$ cat config.mk
export PLATFORM = sky130hd
export DESIGN_NAME = seq_array_mult_flat
export DESIGN_NICKNAME = d
export VERILOG_FILES = /design/src/rtl/seq_array_mult_if.sv /design/src/rtl/seq_array_mult.sv /design/src/flat_wrapper.sv
export SDC_FILE = /design/constraint.sdc
export NUM_CORES = 1
export LEC_CHECK = 0
export ABC_AREA = 1
export ABC_CLOCK_PERIOD_IN_PS = 2400
export CAP_MARGIN = 20
export CORE_AREA = 5 5 70 72
export DETAILED_ROUTE_END_ITERATION = 7
export DIE_AREA = 0 0 75 77
export GPL_ROUTABILITY_DRIVEN = 1
export PLACE_DENSITY = 0.8
export SETUP_SLACK_MARGIN = 0.3
export SLEW_MARGIN = 20
export SYNTH_ARGS = -nofsm -noshare
export SYNTH_HDL_FRONTEND = slang
export SYNTH_SLANG_ARGS = --single-unit
$ cat constraint.sdc
create_clock -name clk -period 2.4 [get_ports clk]
set_input_delay 0.36 -clock clk [delete_from_list [all_inputs] [get_ports clk]]
set_output_delay 0.36 -clock clk [all_outputs]
set_load 0.02 [all_outputs]
$ cat src/rtl/seq_array_mult_if.sv
// Handshake bundle for seq_array_mult: operand request side, product response side, clock enable.
interface seq_array_mult_if #(parameter int WIDTH = 4);
  logic                 ena;
  logic                 in_valid;
  logic                 in_ready;
  logic [WIDTH-1:0]     a;
  logic [WIDTH-1:0]     b;
  logic                 signed_mode;
  logic                 out_valid;
  logic                 out_ready;
  logic [2*WIDTH-1:0]   product;
  logic                 busy;

  modport master (
    output ena, in_valid, a, b, signed_mode, out_ready,
    input  in_ready, out_valid, product, busy
  );

  modport slave (
    input  ena, in_valid, a, b, signed_mode, out_ready,
    output in_ready, out_valid, product, busy
  );
endinterface

$ cat src/rtl/seq_array_mult.sv
// Iterative WIDTH x WIDTH multiplier: one partial-product row per enabled clock,
// sign handled by multiplying magnitudes and negating the final sum.
module seq_array_mult #(
  parameter int WIDTH = 4
) (
  input  logic            clk,
  input  logic            rst_n,
  seq_array_mult_if.slave bus
);
  localparam int PW = 2 * WIDTH;
  localparam int CW = (WIDTH > 2) ? $clog2(WIDTH) : 1;

  typedef enum logic [1:0] {IDLE = 2'd0, RUN = 2'd1, DONE = 2'd2} state_t;

  state_t           state, state_nxt;
  logic [WIDTH-1:0] mag_a, mag_b, abs_a, abs_b;
  logic             neg;
  logic [PW-1:0]    acc, row, sum, prod_q;
  logic [CW-1:0]    cnt;
  logic             accept, last;

  // Unsigned view of a WIDTH-bit negative fits: -(-2^(W-1)) is 2^(W-1) unsigned.
  assign abs_a  = (bus.signed_mode && bus.a[WIDTH-1]) ? -bus.a : bus.a;
  assign abs_b  = (bus.signed_mode && bus.b[WIDTH-1]) ? -bus.b : bus.b;

  assign accept = bus.in_valid && bus.in_ready;
  assign last   = (cnt == CW'(WIDTH - 1));
  assign row    = mag_b[cnt] ? ({{WIDTH{1'b0}}, mag_a} << cnt) : '0;
  assign sum    = acc + row;

  always_comb begin
    state_nxt     = state;
    bus.in_ready  = 1'b0;
    bus.out_valid = 1'b0;
    bus.busy      = 1'b0;
    case (state)
      IDLE: begin
        bus.in_ready = bus.ena;
        if (accept) state_nxt = RUN;
      end
      RUN: begin
        bus.busy = 1'b1;
        if (bus.ena && last) state_nxt = DONE;
      end
      DONE: begin
        bus.busy      = 1'b1;
        bus.out_valid = 1'b1;
        if (bus.ena && bus.out_ready) state_nxt = IDLE;
      end
      default: state_nxt = IDLE;
    endcase
  end

  always_ff @(posedge clk or negedge rst_n) begin
    if (!rst_n) state <= IDLE;
    else        state <= state_nxt;
  end

  always_ff @(posedge clk or negedge rst_n) begin
    if (!rst_n) begin
      mag_a  <= '0;
      mag_b  <= '0;
      neg    <= 1'b0;
      acc    <= '0;
      cnt    <= '0;
      prod_q <= '0;
    end else if (bus.ena) begin
      case (state)
        IDLE: if (accept) begin
          mag_a <= abs_a;
          mag_b <= abs_b;
          neg   <= bus.signed_mode && (bus.a[WIDTH-1] ^ bus.b[WIDTH-1]);
          acc   <= '0;
          cnt   <= '0;
        end
        RUN: begin
          acc <= sum;
          cnt <= cnt + CW'(1);
          // Final row folds straight into the product so the result lands on edge E+WIDTH.
          if (last) prod_q <= neg ? -sum : sum;
        end
        default: ;
      endcase
    end
  end

  assign bus.product = prod_q;
endmodule
$ cat src/flat_wrapper.sv
// flat-port wrapper written by rule: the top's interface ports become plain ports
module seq_array_mult_flat 
#(
  parameter int WIDTH = 4
)
  (clk, rst_n, bus_ena, bus_in_valid, bus_a, bus_b, bus_signed_mode, bus_out_ready, bus_in_ready, bus_out_valid, bus_product, bus_busy);
  seq_array_mult_if #(.WIDTH(WIDTH)) bus_i ();
  input  logic clk;
  input  logic rst_n;
  input wire logic [$bits(bus_i.ena)-1:0] bus_ena;
  input wire logic [$bits(bus_i.in_valid)-1:0] bus_in_valid;
  input wire logic [$bits(bus_i.a)-1:0] bus_a;
  input wire logic [$bits(bus_i.b)-1:0] bus_b;
  input wire logic [$bits(bus_i.signed_mode)-1:0] bus_signed_mode;
  input wire logic [$bits(bus_i.out_ready)-1:0] bus_out_ready;
  output wire logic [$bits(bus_i.in_ready)-1:0] bus_in_ready;
  output wire logic [$bits(bus_i.out_valid)-1:0] bus_out_valid;
  output wire logic [$bits(bus_i.product)-1:0] bus_product;
  output wire logic [$bits(bus_i.busy)-1:0] bus_busy;
  assign bus_i.ena = bus_ena;
  assign bus_i.in_valid = bus_in_valid;
  assign bus_i.a = bus_a;
  assign bus_i.b = bus_b;
  assign bus_i.signed_mode = bus_signed_mode;
  assign bus_i.out_ready = bus_out_ready;
  assign bus_in_ready = bus_i.in_ready;
  assign bus_out_valid = bus_i.out_valid;
  assign bus_product = bus_i.product;
  assign bus_busy = bus_i.busy;
  seq_array_mult #(.WIDTH(WIDTH)) u_core (.clk(clk), .rst_n(rst_n), .bus(bus_i));
endmodule
# Word-level counts from Yosys, hierarchy flattened

Index checks and enable logic that the tools add are counted.

Add/subtract/negate cells: 5
$lt $le $gt $ge: 1
Equality and inequality tests: 6
Shifts and indexed selects: 1
Muxes and demuxes: 17
Bitwise gates (word level): 1
Reductions and logical operators: 13

Operators with widths:

| operator              | count |
|---|---|
| $mux W8               | 3 |
| $pmux W8 S2           | 1 |
| $reduce_and A3 Y1     | 4 |
| $add A8 B8 Y8         | 1 |
| $mux W2               | 4 |
| $mux W4               | 2 |
| $neg A4 Y4            | 2 |
| $neg A8 Y8            | 1 |
| $shl A4 B2 Y8         | 1 |
| $logic_and A1 B1 Y1   | 6 |
| $ne A2 B1 Y1 const B  | 3 |
| $pmux W2 S3           | 1 |
| $eq A2 B2 Y1 const B  | 2 |
| $mux W1               | 4 |
| $pmux W2 S2           | 1 |
| $lt A2 B3 Y1 const B  | 1 |
| $add A2 B1 Y2 const B | 1 |
| $bmux W1 S2           | 1 |
| $eq A2 B1 Y1 const B  | 1 |
| $logic_not A2 Y1      | 1 |
| $reduce_bool A2 Y1    | 1 |
| $reduce_or A2 Y1      | 1 |
| $xor A1 B1 Y1         | 1 |

Register bits: 29
Input bits: 14
Output and inout bits: 11

# Logic depth before layout (Yosys ltp)

Depth after elaboration: 6
Gate-level depth with buffers: 19
Gate-level depth less buffers: 19

# Least setup slack after synthesis

No wires, ideal clock.

Kind: reg2reg
Start point: register u_core.cnt[0]
End point: register u_core.prod_q[6], in the netlist u_core.bus.product[6]
Setup time: 0.117 ns
Arrival: 2.360 ns
Required time: 2.283 ns
Setup slack: -0.077 ns
Cell stages (with the launch flop): 17
Path buffers: 1
Period minus slack after synthesis: 2.477 ns
Path through: dfrtp_1 buf_2 o21ai_0 nor3_1 ha_1 fa_1 inv_1 ha_1 inv_1 nor2_1 nand3_1 nor2_1 nand2_1 nand2_1 nand2_1 nand3_1 nand2_1

Longest elaborated chain between the ends: 6

RTL lines:

| what                          | RTL line             | RTL |
|---|---|---|
| start: declaration            | seq_array_mult.sv:19 | `logic [CW-1:0] cnt;` |
| start signal: assignment      | seq_array_mult.sv:78 | `cnt <= cnt + CW'(1);` |
| $bmux W1 S2                   | seq_array_mult.sv:28 | `assign row = mag_b[cnt] ? ({{WIDTH{1'b0}}, mag_a} << cnt) : '0;` |
| $mux W1 (not written as such) | seq_array_mult.sv:28 |  |
| $mux W8                       | seq_array_mult.sv:28 |  |
| $add A8 B8 Y8                 | seq_array_mult.sv:29 | `assign sum = acc + row;` |
| $neg A8 Y8                    | seq_array_mult.sv:80 | `if (last) prod_q <= neg ? -sum : sum;` |
| $mux W8                       | seq_array_mult.sv:80 |  |
| end signal: assignment        | seq_array_mult.sv:80 |  |
| end: declaration              | seq_array_mult.sv:18 | `logic [PW-1:0] acc, row, sum, prod_q;` |

Parallel ways exist; a longest one is shown, timed or not. The select of a mux whose other input is x is not followed.
A chain may end at the register's enable or synchronous reset.

# Worst setup path after layout

Start point: register u_core.cnt[0]
End point: register u_core.prod_q[7], in the netlist u_core.bus.product[7]

The elaborated chain is that of the path after synthesis.

==> qor.yml <==
outcome:
  status: "finished with violations"
  failed_checks: "setup timing"
cts:
  h-tree-depth: 2
  cts_buffers: 5
  path_clk_slew_ps: 60
  cts_sinks: 29
  clockBufferDepth: 2
  cts-root-buf: "clkbuf_8"
  tritoncts: "built"
  clk_latency_ps: 280
floorplanning:
  dieHeight_um: 77
  core.rowCount: 24
  die_area_sq_mm: 0.00578
  io_pins: 25
  die_w_um: 75
  initial_utilization: 0.472
  core_area_sq_mm: 0.00423
cells_and_area:
  final_common_cell: "nand2_1"
  drive_gt1_frac: 0.224
  nets: 332
  final_cell_area_sq_mm: 0.00263
  fin_util: 0.622
  final_cell_mix: "64 x nand2_1, 38 x inv_1, 29 x dfrtp_1, 23 x clkdlybuf4s50_1, 22 x o21ai_0"
  fin_cells: 356
  area_growth_pct: 31.7
  fillers: 362
  antennaDiodeCount: 0
synth:
  syn_nets: 293
  synth_compound_area_frac: 0.171
  synth_edf_count: 0
  yosys_register_bits: 29
  synth_cell_types: 33
  ys_async_sr_fraction: 1.00
  synthXorXnorAreaFrac: 0.0175
  synth.cell_area_sq_mm: 0.00200
  yosys-mux-area-fraction: 0.00501
  postSynthAreaPerCell_sq_um: 7.57
  ys_warn_count: 0
  synth_simple_gate_area_frac: 0.252
  ys_dominant_reg_cell: "dfrtp_1"
  netlist_instances: 264
  synth_fa_ha_area_frac: 0.0976
  synth_top_family_by_area: "simple AND/OR/NAND/NOR gates"
  yosysSeqAreaShare: 0.363
worst_setup_path:
  cp_max_fo: 4
  r2r_setup_slack_ps: -7
  r2r-end: "u_core.bus.product[7]$_DFFE_PN0P_"
  path_class: "flop to flop"
  startpoint_type: "flop"
  cp.required_ps: 2570
  critPathCaptureType: "flop"
  cp_data_arrival_time_ps: 2580
  r2r-start: "u_core.cnt[0]$_DFFE_PN0P_"
  worstRegToRegCells: 15
run:
  cap_violations: 0
hold_path:
  hold_class: "input pin to asynchronous set/reset pin"
routing:
  wirelength_um: 4390
  wl_per_cell_um: 12.3
  antenna_left: 0
  viasPerCell: 5.02
  vias: 1788
  drc: 0
  drtPass1Iterations: 4
  drtIter0Drc: 74
sta:
  slew_viol_final: 0
  max_freq_mhz: 415
  tns_ps: -7.16
  finalCritPeriodShare: 1.00
  setup_ws_ps: -7.16
  fin_skew_ps: 6.15
  setup_viol: 1
  rsz0062_at_grt: "true"
  hold_viol: 0
  slew_headroom: 0.687
  post-route-min-period_ps: 2410
  worstMarginPinSlew_ps: 468
place:
  placed_cell_area_sq_mm: 0.00237
  place_congestion: 0.869
  dpl.cell_count: 347
  pre_cts_ws_ps: -1.39
  io_buffer_count: 24
  detailed_place_hpwl_um: 3380
power_and_ir_drop:
  cellLeakagePower_nw: 1.28
  p_clk_frac: 0.156
  seq_power_share: 0.238
  intPower_mw: 1.87
  power_switching_share: 0.446
  p_comb_frac: 0.606
  power.density_mw_per_mm2: 1280
  switchingPower_mw: 1.51
  vdd_ir_drop_max_mv: 0.523
global_route:
  grt-ovfl-total: 0
  grt_max_degree: 30
  track_usage: 0.163
  grt_pass1_wl_um: 7300
  grt_pass1_vias: 1736
  antenna_found_initial: 0
## power by group through the flow
stage          sequential [mW]  clock, mW  combinational [mW]
4_1_cts                  0.797      0.538                1.80
5_1_grt                  0.828      0.564                2.30
3_3_place_gp             0.789          0                1.70
3_5_place_dp             0.796          0                1.73
2_1_floorplan            0.821          0                1.18
6_report                 0.805      0.527                2.05
## sequential cells by signal, summed over array words and instances (netlist names)
signal	cells
u_core.neg	1
u_core.mag_b	4
u_core.mag_a	4
u_core.state	2
u_core.bus.product	8
u_core.acc	8
u_core.cnt	2
## per-layer routing
| layer | vias up | routed length, um | global-route usage |
|---|---|---|---|
| met3 | 14 | 228 | 0.0510 |
| li1 | 929 | - | - |
| met5 | - | 0 | 0 |
| met2 | 39 | 2190 | 0.266 |
| met1 | 806 | 1850 | 0.192 |
| met4 | 0 | 123 | 0.0694 |
## layout make-up
type | count | area, sq um | share of cell area
multi-input cells | 188 | 1230 | 0.468
flip-flops and latches | 29 | 726 | 0.276
repair buffers | 36 | 329 | 0.125
inverters | 43 | 164 | 0.0623
clock buffers | 7 | 86.3 | 0.0328
well taps | 52 | 65.1 | 0.0247
clock inverters | 1 | 30.0 | 0.0114
## per-stage QoR
| stage | power, mW | hold WS (ps) |
|---|---|---|
| floorplan | 2.00 | 64.4 |
| global placement | 2.48 | 465 |
| detailed placement | 2.52 | 469 |
| CTS | 3.13 | 473 |
| global route | 3.69 | 507 |
| finish | 3.38 | 457 |
## worst max-delay path by stage
| stage | from | to | slack [ps] | cells after the start |
|---|---|---|---|---|
| 2_1_floorplan | u_core.cnt[0]$_DFFE_PN0P_ | u_core.bus.product[6]$_DFFE_PN0P_ | 70 | 16 |
| 3_3_place_gp | u_core.cnt[0]$_DFFE_PN0P_ | u_core.bus.product[7]$_DFFE_PN0P_ | 50 | 18 |
| 3_5_place_dp | u_core.cnt[0]$_DFFE_PN0P_ | u_core.bus.product[6]$_DFFE_PN0P_ | -1 | 16 |
| 4_1_cts | u_core.cnt[0]$_DFFE_PN0P_ | u_core.bus.product[6]$_DFFE_PN0P_ | 40 | 16 |
| 5_1_grt | u_core.cnt[0]$_DFFE_PN0P_ | u_core.bus.product[7]$_DFFE_PN0P_ | -190 | 15 |
| 6_report | u_core.cnt[0]$_DFFE_PN0P_ | u_core.bus.product[7]$_DFFE_PN0P_ | -7 | 15 |
## synth_stat cells, types with 2 or more instances
| master | instances | area [sq um] |
|---|---|---|
| nand2_1 | 72 | 270 |
| dfrtp_1 | 29 | 726 |
| o21ai_0 | 30 | 150 |
| clkbuf_1 | 2 | 7.51 |
| inv_1 | 41 | 154 |
| nor3_1 | 3 | 15.0 |
| xor2_1 | 2 | 17.5 |
| nand2_2 | 3 | 18.8 |
| nand4_1 | 2 | 12.5 |
| xnor2_1 | 2 | 17.5 |
| nand3_1 | 18 | 90.1 |
| o21ai_2 | 5 | 43.8 |
| a21oi_1 | 9 | 45.0 |
| nor2_1 | 14 | 52.6 |
| ha_1 | 14 | 175 |
## worst max-delay path: stages (launching register included)
cell and delay, ps:
dfrtp_1 400, a21oi_2 190, o21ai_4 80, nor3_2 120, ha_2 210, fa_1 420, inv_2 100, nand2_1 90
nor2_1 130, nand3_1 100, nor2_2 120, nand3_1 100, nand2_1 70, nand2_1 50, nand3_1 70, nand2_1 50
## timing repair
item                                    CTS  global route
hold buffers                              0             0
setup buffers                             0             1
pin swaps                                 1             8
resized for setup                        13            26
endpoints found under the setup margin   12            12
hold endpoints to repair                  0             0
## cell families (layout without fill, tap and decap cells)
| family | after synthesis | in the layout |
|---|---|---|
| AND/OR/NAND/NOR | 116 | 116 |
| AO/OA/AOI/OAI | 52 | 52 |
| XOR/XNOR | 4 | 4 |
| multiplexers | 1 | 1 |
| adder cells (fa/ha/maj) | 15 | 15 |
| buffers and inverters | 47 | 87 |
| flip-flops | 29 | 29 |
Note: power is estimated with default switching activity, not from simulation.
